### src/rtl/cpu_multicycle_sequencer_if.sv
// Control/memory-handshake bundle between the LEGv8 multi-cycle sequencer and its datapath.
// master = sequencer side, slave = datapath/memory side.
interface cpu_multicycle_sequencer_if #(
  parameter int unsigned CNT_W = 16
);
  logic              start;
  logic [10:0]       inst31_21;
  logic              alu_zero;
  logic              mem_ack;
  logic              mem_req;
  logic              mem_we;
  logic              ir_write;
  logic              pc_write;
  logic              pc_sel;
  logic              reg_write;
  logic              mem_to_reg;
  logic              reg2loc;
  logic [1:0]        alu_op;
  logic [1:0]        alu_src;
  logic [2:0]        state;
  logic              halted;
  logic              err_illegal;
  logic              err_timeout;
  logic [CNT_W-1:0]  retire_count;

  modport master (
    input  start, inst31_21, alu_zero, mem_ack,
    output mem_req, mem_we, ir_write, pc_write, pc_sel, reg_write, mem_to_reg,
           reg2loc, alu_op, alu_src, state, halted, err_illegal, err_timeout,
           retire_count
  );

  modport slave (
    output start, inst31_21, alu_zero, mem_ack,
    input  mem_req, mem_we, ir_write, pc_write, pc_sel, reg_write, mem_to_reg,
           reg2loc, alu_op, alu_src, state, halted, err_illegal, err_timeout,
           retire_count
  );
endinterface

### src/rtl/cpu_multicycle_sequencer.sv
// LEGv8 multi-cycle control sequencer: FETCH/DECODE/EXEC/MEM/WB with a shared
// req/ack memory port, retire counter, and sticky halt/illegal/timeout flags.
module cpu_multicycle_sequencer #(
  parameter int unsigned CNT_W       = 16,
  parameter int unsigned MEM_TIMEOUT = 8
) (
  input  logic                        clk,
  input  logic                        rst_n,
  cpu_multicycle_sequencer_if.master  bus
);

  localparam int unsigned WAIT_W = (MEM_TIMEOUT > 1) ? $clog2(MEM_TIMEOUT) : 1;

  typedef enum logic [2:0] {
    S_IDLE   = 3'd0,
    S_FETCH  = 3'd1,
    S_DECODE = 3'd2,
    S_EXEC   = 3'd3,
    S_MEM    = 3'd4,
    S_WB     = 3'd5,
    S_HALT   = 3'd6,
    S_ERROR  = 3'd7
  } state_t;

  typedef enum logic [3:0] {
    C_NONE  = 4'd0,
    C_LDUR  = 4'd1,
    C_STUR  = 4'd2,
    C_RTYPE = 4'd3,
    C_ADDI  = 4'd4,
    C_CBZ   = 4'd5,
    C_CBNZ  = 4'd6,
    C_B     = 4'd7,
    C_HALT  = 4'd8
  } class_t;

  state_t              r_state;
  class_t              r_class;
  logic [WAIT_W-1:0]   r_wait;
  logic [CNT_W-1:0]    r_retire;
  logic                r_halted;
  logic                r_err_illegal;
  logic                r_err_timeout;

  logic [10:0]         w_inst;
  logic                w_start;
  logic                w_ack;
  logic                w_zero;
  class_t              w_dec_class;
  logic                w_wait_done;
  logic                w_taken;

  assign w_inst      = bus.inst31_21;
  assign w_start     = bus.start;
  assign w_ack       = bus.mem_ack;
  assign w_zero      = bus.alu_zero;
  assign w_wait_done = (r_wait == WAIT_W'(MEM_TIMEOUT - 1));
  assign w_taken     = ((r_class == C_CBZ) && w_zero) || ((r_class == C_CBNZ) && !w_zero);

  // Opcode classifier: exact encodings are checked before prefix encodings.
  always_comb begin
    w_dec_class = C_NONE;
    if (w_inst == 11'b11111000010)                                   w_dec_class = C_LDUR;
    else if (w_inst == 11'b11111000000)                              w_dec_class = C_STUR;
    else if ((w_inst == 11'b10001011000) || (w_inst == 11'b11001011000) ||
             (w_inst == 11'b10001010000) || (w_inst == 11'b10101010000)) w_dec_class = C_RTYPE;
    else if (w_inst == 11'b11111111111)                              w_dec_class = C_HALT;
    else if (w_inst[10:1] == 10'b1001000100)                         w_dec_class = C_ADDI;
    else if (w_inst[10:3] == 8'b10110100)                            w_dec_class = C_CBZ;
    else if (w_inst[10:3] == 8'b10110101)                            w_dec_class = C_CBNZ;
    else if (w_inst[10:5] == 6'b000101)                              w_dec_class = C_B;
  end

  // Wait counter defaults to zero so it is cleared on every entry to FETCH/MEM.
  always_ff @(posedge clk or negedge rst_n) begin
    if (!rst_n) begin
      r_state       <= S_IDLE;
      r_class       <= C_NONE;
      r_wait        <= '0;
      r_retire      <= '0;
      r_halted      <= 1'b0;
      r_err_illegal <= 1'b0;
      r_err_timeout <= 1'b0;
    end else begin
      r_wait <= '0;
      case (r_state)
        S_IDLE: if (w_start) r_state <= S_FETCH;
        S_FETCH: begin
          if (w_ack) begin
            r_state <= S_DECODE;
          end else if (w_wait_done) begin
            r_state       <= S_ERROR;
            r_err_timeout <= 1'b1;
          end else begin
            r_wait <= r_wait + WAIT_W'(1);
          end
        end
        S_DECODE: begin
          r_class <= w_dec_class;
          if (w_dec_class == C_NONE) begin
            r_state       <= S_ERROR;
            r_err_illegal <= 1'b1;
          end else if (w_dec_class == C_HALT) begin
            r_state  <= S_HALT;
            r_halted <= 1'b1;
          end else begin
            r_state <= S_EXEC;
          end
        end
        S_EXEC: begin
          case (r_class)
            C_LDUR, C_STUR:  r_state <= S_MEM;
            C_RTYPE, C_ADDI: r_state <= S_WB;
            default: begin
              r_state  <= S_FETCH;
              r_retire <= r_retire + CNT_W'(1);
            end
          endcase
        end
        S_MEM: begin
          if (w_ack) begin
            if (r_class == C_STUR) begin
              r_state  <= S_FETCH;
              r_retire <= r_retire + CNT_W'(1);
            end else begin
              r_state <= S_WB;
            end
          end else if (w_wait_done) begin
            r_state       <= S_ERROR;
            r_err_timeout <= 1'b1;
          end else begin
            r_wait <= r_wait + WAIT_W'(1);
          end
        end
        S_WB: begin
          r_state  <= S_FETCH;
          r_retire <= r_retire + CNT_W'(1);
        end
        default: ;
      endcase
    end
  end

  logic       w_mem_req, w_mem_we, w_ir_write, w_pc_write, w_pc_sel;
  logic       w_reg_write, w_mem_to_reg, w_reg2loc;
  logic [1:0] w_alu_op, w_alu_src;

  // Strobes decode the state/class registers; only FETCH writes are qualified by ack.
  always_comb begin
    w_mem_req    = 1'b0;
    w_mem_we     = 1'b0;
    w_ir_write   = 1'b0;
    w_pc_write   = 1'b0;
    w_pc_sel     = 1'b0;
    w_reg_write  = 1'b0;
    w_mem_to_reg = 1'b0;
    w_reg2loc    = 1'b0;
    w_alu_op     = 2'b00;
    w_alu_src    = 2'b00;
    case (r_state)
      S_FETCH: begin
        w_mem_req  = 1'b1;
        w_ir_write = w_ack;
        w_pc_write = w_ack;
      end
      S_EXEC: begin
        case (r_class)
          C_LDUR: w_alu_src = 2'b01;
          C_STUR: begin
            w_alu_src = 2'b01;
            w_reg2loc = 1'b1;
          end
          C_RTYPE: w_alu_op = 2'b10;
          C_ADDI: begin
            w_alu_op  = 2'b10;
            w_alu_src = 2'b10;
          end
          C_CBZ, C_CBNZ: begin
            w_alu_op   = 2'b01;
            w_reg2loc  = 1'b1;
            w_pc_write = w_taken;
            w_pc_sel   = w_taken;
          end
          C_B: begin
            w_pc_write = 1'b1;
            w_pc_sel   = 1'b1;
          end
          default: ;
        endcase
      end
      S_MEM: begin
        w_mem_req = 1'b1;
        w_mem_we  = (r_class == C_STUR);
        w_alu_src = 2'b01;
      end
      S_WB: begin
        w_reg_write  = 1'b1;
        w_mem_to_reg = (r_class == C_LDUR);
      end
      default: ;
    endcase
  end

  assign bus.mem_req      = w_mem_req;
  assign bus.mem_we       = w_mem_we;
  assign bus.ir_write     = w_ir_write;
  assign bus.pc_write     = w_pc_write;
  assign bus.pc_sel       = w_pc_sel;
  assign bus.reg_write    = w_reg_write;
  assign bus.mem_to_reg   = w_mem_to_reg;
  assign bus.reg2loc      = w_reg2loc;
  assign bus.alu_op       = w_alu_op;
  assign bus.alu_src      = w_alu_src;
  assign bus.state        = r_state;
  assign bus.halted       = r_halted;
  assign bus.err_illegal  = r_err_illegal;
  assign bus.err_timeout  = r_err_timeout;
  assign bus.retire_count = r_retire;

endmodule

### src/flat_wrapper.sv
// flat-port wrapper written by rule: the top's interface ports become plain ports
module cpu_multicycle_sequencer_flat 
#(
  parameter int unsigned CNT_W       = 16,
  parameter int unsigned MEM_TIMEOUT = 8
)
  (clk, rst_n, bus_start, bus_inst31_21, bus_alu_zero, bus_mem_ack, bus_mem_req, bus_mem_we, bus_ir_write, bus_pc_write, bus_pc_sel, bus_reg_write, bus_mem_to_reg, bus_reg2loc, bus_alu_op, bus_alu_src, bus_state, bus_halted, bus_err_illegal, bus_err_timeout, bus_retire_count);
  cpu_multicycle_sequencer_if #(.CNT_W(CNT_W)) bus_i ();
  input  logic clk;
  input  logic rst_n;
  input wire logic [$bits(bus_i.start)-1:0] bus_start;
  input wire logic [$bits(bus_i.inst31_21)-1:0] bus_inst31_21;
  input wire logic [$bits(bus_i.alu_zero)-1:0] bus_alu_zero;
  input wire logic [$bits(bus_i.mem_ack)-1:0] bus_mem_ack;
  output wire logic [$bits(bus_i.mem_req)-1:0] bus_mem_req;
  output wire logic [$bits(bus_i.mem_we)-1:0] bus_mem_we;
  output wire logic [$bits(bus_i.ir_write)-1:0] bus_ir_write;
  output wire logic [$bits(bus_i.pc_write)-1:0] bus_pc_write;
  output wire logic [$bits(bus_i.pc_sel)-1:0] bus_pc_sel;
  output wire logic [$bits(bus_i.reg_write)-1:0] bus_reg_write;
  output wire logic [$bits(bus_i.mem_to_reg)-1:0] bus_mem_to_reg;
  output wire logic [$bits(bus_i.reg2loc)-1:0] bus_reg2loc;
  output wire logic [$bits(bus_i.alu_op)-1:0] bus_alu_op;
  output wire logic [$bits(bus_i.alu_src)-1:0] bus_alu_src;
  output wire logic [$bits(bus_i.state)-1:0] bus_state;
  output wire logic [$bits(bus_i.halted)-1:0] bus_halted;
  output wire logic [$bits(bus_i.err_illegal)-1:0] bus_err_illegal;
  output wire logic [$bits(bus_i.err_timeout)-1:0] bus_err_timeout;
  output wire logic [$bits(bus_i.retire_count)-1:0] bus_retire_count;
  assign bus_i.start = bus_start;
  assign bus_i.inst31_21 = bus_inst31_21;
  assign bus_i.alu_zero = bus_alu_zero;
  assign bus_i.mem_ack = bus_mem_ack;
  assign bus_mem_req = bus_i.mem_req;
  assign bus_mem_we = bus_i.mem_we;
  assign bus_ir_write = bus_i.ir_write;
  assign bus_pc_write = bus_i.pc_write;
  assign bus_pc_sel = bus_i.pc_sel;
  assign bus_reg_write = bus_i.reg_write;
  assign bus_mem_to_reg = bus_i.mem_to_reg;
  assign bus_reg2loc = bus_i.reg2loc;
  assign bus_alu_op = bus_i.alu_op;
  assign bus_alu_src = bus_i.alu_src;
  assign bus_state = bus_i.state;
  assign bus_halted = bus_i.halted;
  assign bus_err_illegal = bus_i.err_illegal;
  assign bus_err_timeout = bus_i.err_timeout;
  assign bus_retire_count = bus_i.retire_count;
  cpu_multicycle_sequencer #(.CNT_W(CNT_W), .MEM_TIMEOUT(MEM_TIMEOUT)) u_core (.clk(clk), .rst_n(rst_n), .bus(bus_i));
endmodule
### config.mk
export PLATFORM = sky130hd
export DESIGN_NAME = cpu_multicycle_sequencer_flat
export DESIGN_NICKNAME = d
export VERILOG_FILES = /design/src/rtl/cpu_multicycle_sequencer_if.sv /design/src/rtl/cpu_multicycle_sequencer.sv /design/src/flat_wrapper.sv
export SDC_FILE = /design/constraint.sdc
export NUM_CORES = 1
export LEC_CHECK = 0
export CELL_PAD_IN_SITES_DETAIL_PLACEMENT = 1
export CELL_PAD_IN_SITES_GLOBAL_PLACEMENT = 1
export CORE_ASPECT_RATIO = 1.4
export CORE_MARGIN = 1
export CORE_UTILIZATION = 37
export CTS_BUF_LIST = sky130_fd_sc_hd__clkbuf_2 sky130_fd_sc_hd__clkbuf_4 sky130_fd_sc_hd__clkbuf_8
export CTS_CLUSTER_SIZE = 20
export DETAILED_ROUTE_END_ITERATION = 6
export PLACE_DENSITY_LB_ADDON = 0.3
export SKIP_LAST_GASP = 1
export SYNTH_ARGS = -nofsm -noshare
export SYNTH_HDL_FRONTEND = slang
export SYNTH_SLANG_ARGS = --single-unit
export TNS_END_PERCENT = 100
### constraint.sdc
create_clock -name clk -period 2.45 [get_ports clk]
set_input_delay 0.49 -clock clk [delete_from_list [all_inputs] [get_ports clk]]
set_output_delay 0.49 -clock clk [all_outputs]
set_load 0.03 [all_outputs]
==> results.toml <==
[logic_synthesis]
synth_compound_area_share_pct = 11.66
synth_xor_area_share_pct = 8.495
synth-simple-area-share_pct = 31.39
muxShareOfSynthArea_pct = 1.224
synth_cell_type_count = 54
syn_avg_cell_area_sq_um = 9.445
ys_seq_area_share_pct = 41.76
yosys_warnings = 0
synthTopCellsByArea = "dfrtp_1, xor2_1, nand4_1"
syn_nets = 203
ys_seq_elements = 29
yosys-top-cells-count = "dfrtp_1, nor2_1, nand2_1, a21oi_1, nand4_1"
synth_top_area_share_pct = 41.76
synthArstFlopShare_pct = 100.0
yosysTopAreaCell = "dfrtp_1"
synth_top_family_by_area = "simple AND/OR/NAND/NOR gates"
yosysMostFrequentCell = "dfrtp_1"
synth_ff_type = "dfrtp_1"
yosys.area_share.adder_pct = 2.160
synth-edff-count = 0
syn_inst = 184
netlist_area_sq_um = 1738

[sta]
setup_violations = 0
fmax_mhz = 431.9
finalWorstSetupSlack_ps = 134.5
setup_tns_ps = 0
finalCritPeriodShare_pct = 94.51
rsz0062_at_grt = "no"
worst_pin_slew_ps = 555.4
maxSlewViolCount = 0
max_slew_margin_pct = 62.02
fin_skew_ps = 9.873
final.min_clock_period_ps = 2315
hold_viol_final = 0

[finish]
fin_area_sq_um = 2437
final_util_pct = 53.74
fin_cells = 310
layout-drive-gt1-share_pct = 14.52
area_growth_pct = 40.24
diodes = 0
nets = 266

[setup_path]
path_class = "reg2out"
worst-path-buf-inv = 2
path_cells = "buf_4 -> and2b_4 -> and2_1 -> clkdlybuf4s50_1"
start_kind = "register"
endpoint_kind = "output port"
arrival_ps = 1830
crit_family = "buffers and inverters"
critical_path.max_fanout = 12
required_ps = 1960
crit_slowest_cell = "clkdlybuf4s50_1"
max_stage_delay_ps = 680

[pwr]
max-vdd-ir-drop_uv = 551.6
power_leakage_nw = 1.021
pwr_density_cell_nw_per_um2 = 1056

[flow_run]
maxCapViolations = 0

[placement]
port-buffer-count = 49
place_congestion = 0.7624
dpl_cell_area_sq_um = 2357
dpl.cell_count = 302
place_hpwl_um = 3637
dp_slack_ps = -63.45

[cts]
htree_levels = 2
clk_latency_ps = 280
cts_hold_buf = 0
cts_buffers = 5
clock_tree.root_cell = "clkbuf_8"
cts.path.max_buffers = 2
post_cts_buffers = 0
cts_tree = "done"
cts.sinks = 29
path_clk_slew_ps = 60

[detailed_routing]
wl_um = 4685
drt_iter0_markers = 47
route.detailed.drc = 0
dr_total_vias = 1652
ant_nets = 0
dr.pass1.iters = 4
wl_per_cell_um = 15.11
via_per_inst = 5.329

[global_route]
grt_overflow_total = 0
antenna_found_initial = 0
grt_pass1_wl_um = 7990
grt_pass1_vias = 1700
grt_max_degree = 30
grt_usage_pct = 21.12

[die]
rows = 29
initial_core_util_pct = 38.32
fp.dieH_um = 83.09
fp.coreArea_sq_um = 4536
die_x_um = 59.92
design.portCount = 50
die_area_sq_um = 4979

[run_status]
status = "finished, final reports clean"

[hold_path]
min_path_type = "reg2reg"
## routing by layer
layer  routed length [um]  track usage, %
met2                 2580           37.17
met1                 1873           24.55
met3                  134           4.206
met5                    0               0
met4                   97           6.977
## sequential cells by signal, summed over array words and instances, names as in the netlist
name / count
u_core.r_class: 4
u_core.bus.err_timeout: 1
u_core.bus.state: 3
u_core.bus.retire_count: 16
u_core.r_wait: 3
u_core.bus.halted: 1
u_core.bus.err_illegal: 1
## metrics by stage
stage / hold slack, ps / total power [mW]
after floorplan: 194.4 / 1.680
final: 459.0 / 2.573
after CTS: 466.5 / 2.598
after global placement: 445.7 / 2.177
after global routing: 475.9 / 2.740
after detailed placement: 448.6 / 2.222
## cell type report
type	instances	area [sq um]
fill	542	2098
multi-input combinational	145	954.7
sequential	29	725.7
timing repair buffer	63	581.8
tap	62	77.57
clock buffer	6	76.32
inverter	3	11.26
clock inverter	2	10.01
## cells by family (layout without fill, tap and decap cells)
| group | count (synthesis) | count (layout) |
|---|---|---|
| mux | 2 | 2 |
| simple gates | 93 | 93 |
| compound gates | 31 | 31 |
| fa+ha+maj | 3 | 3 |
| xor+xnor | 16 | 16 |
| buf+inv | 10 | 74 |
| flops | 29 | 29 |
## final timing paths
| path | start | end | slack (ps) | cells past startpoint |
|---|---|---|---|---|
| setup / recovery | u_core.bus.state[2]$_DFFE_PN0P_ | bus_reg_write | 130 | 4 |
| hold / removal | u_core.bus.halted$_DFFE_PN0P_ | u_core.bus.halted$_DFFE_PN0P_ | 460 | 1 |
| setup reg to reg | u_core.r_class[0]$_DFFE_PN0P_ | u_core.bus.retire_count[14]$_DFFE_PN0P_ | 490 | 6 |
| hold reg to reg | u_core.bus.halted$_DFFE_PN0P_ | u_core.bus.halted$_DFFE_PN0P_ | 460 | 1 |
| max in group asynchronous | rst_n | u_core.bus.retire_count[0]$_DFFE_PN0P_ | 1580 | 2 |
| min in group asynchronous | rst_n | u_core.bus.retire_count[14]$_DFFE_PN0P_ | 590 | 2 |
## timing repair
action                                  CTS  global route
endpoints found under the setup margin    7             1
gates resized for setup                   7             1
cloned                                    0             0
pin swaps                                 0             0
endpoints found under the hold margin     0             0
## cell usage in the layout (no fill, tap or decap), types with 7 or more instances in the layout
cell type        instances
clkdlybuf4s50_1         38
dfrtp_1                 29
buf_4                   17
nor2_1                  16
nand2_1                 14
a21oi_1                 10
nand4_1                 10
nand3_1                  9
xor2_1                   8
xnor2_1                  7
dlygate4sd2_1            7
## where the power goes
group	internal [mW]	total [mW]	switching (mW)
clock	0.207	0.384	0.177
sequential	0.591	0.764	0.173
combinational	0.600	1.42	0.825
(Power assumes the default switching activity.)
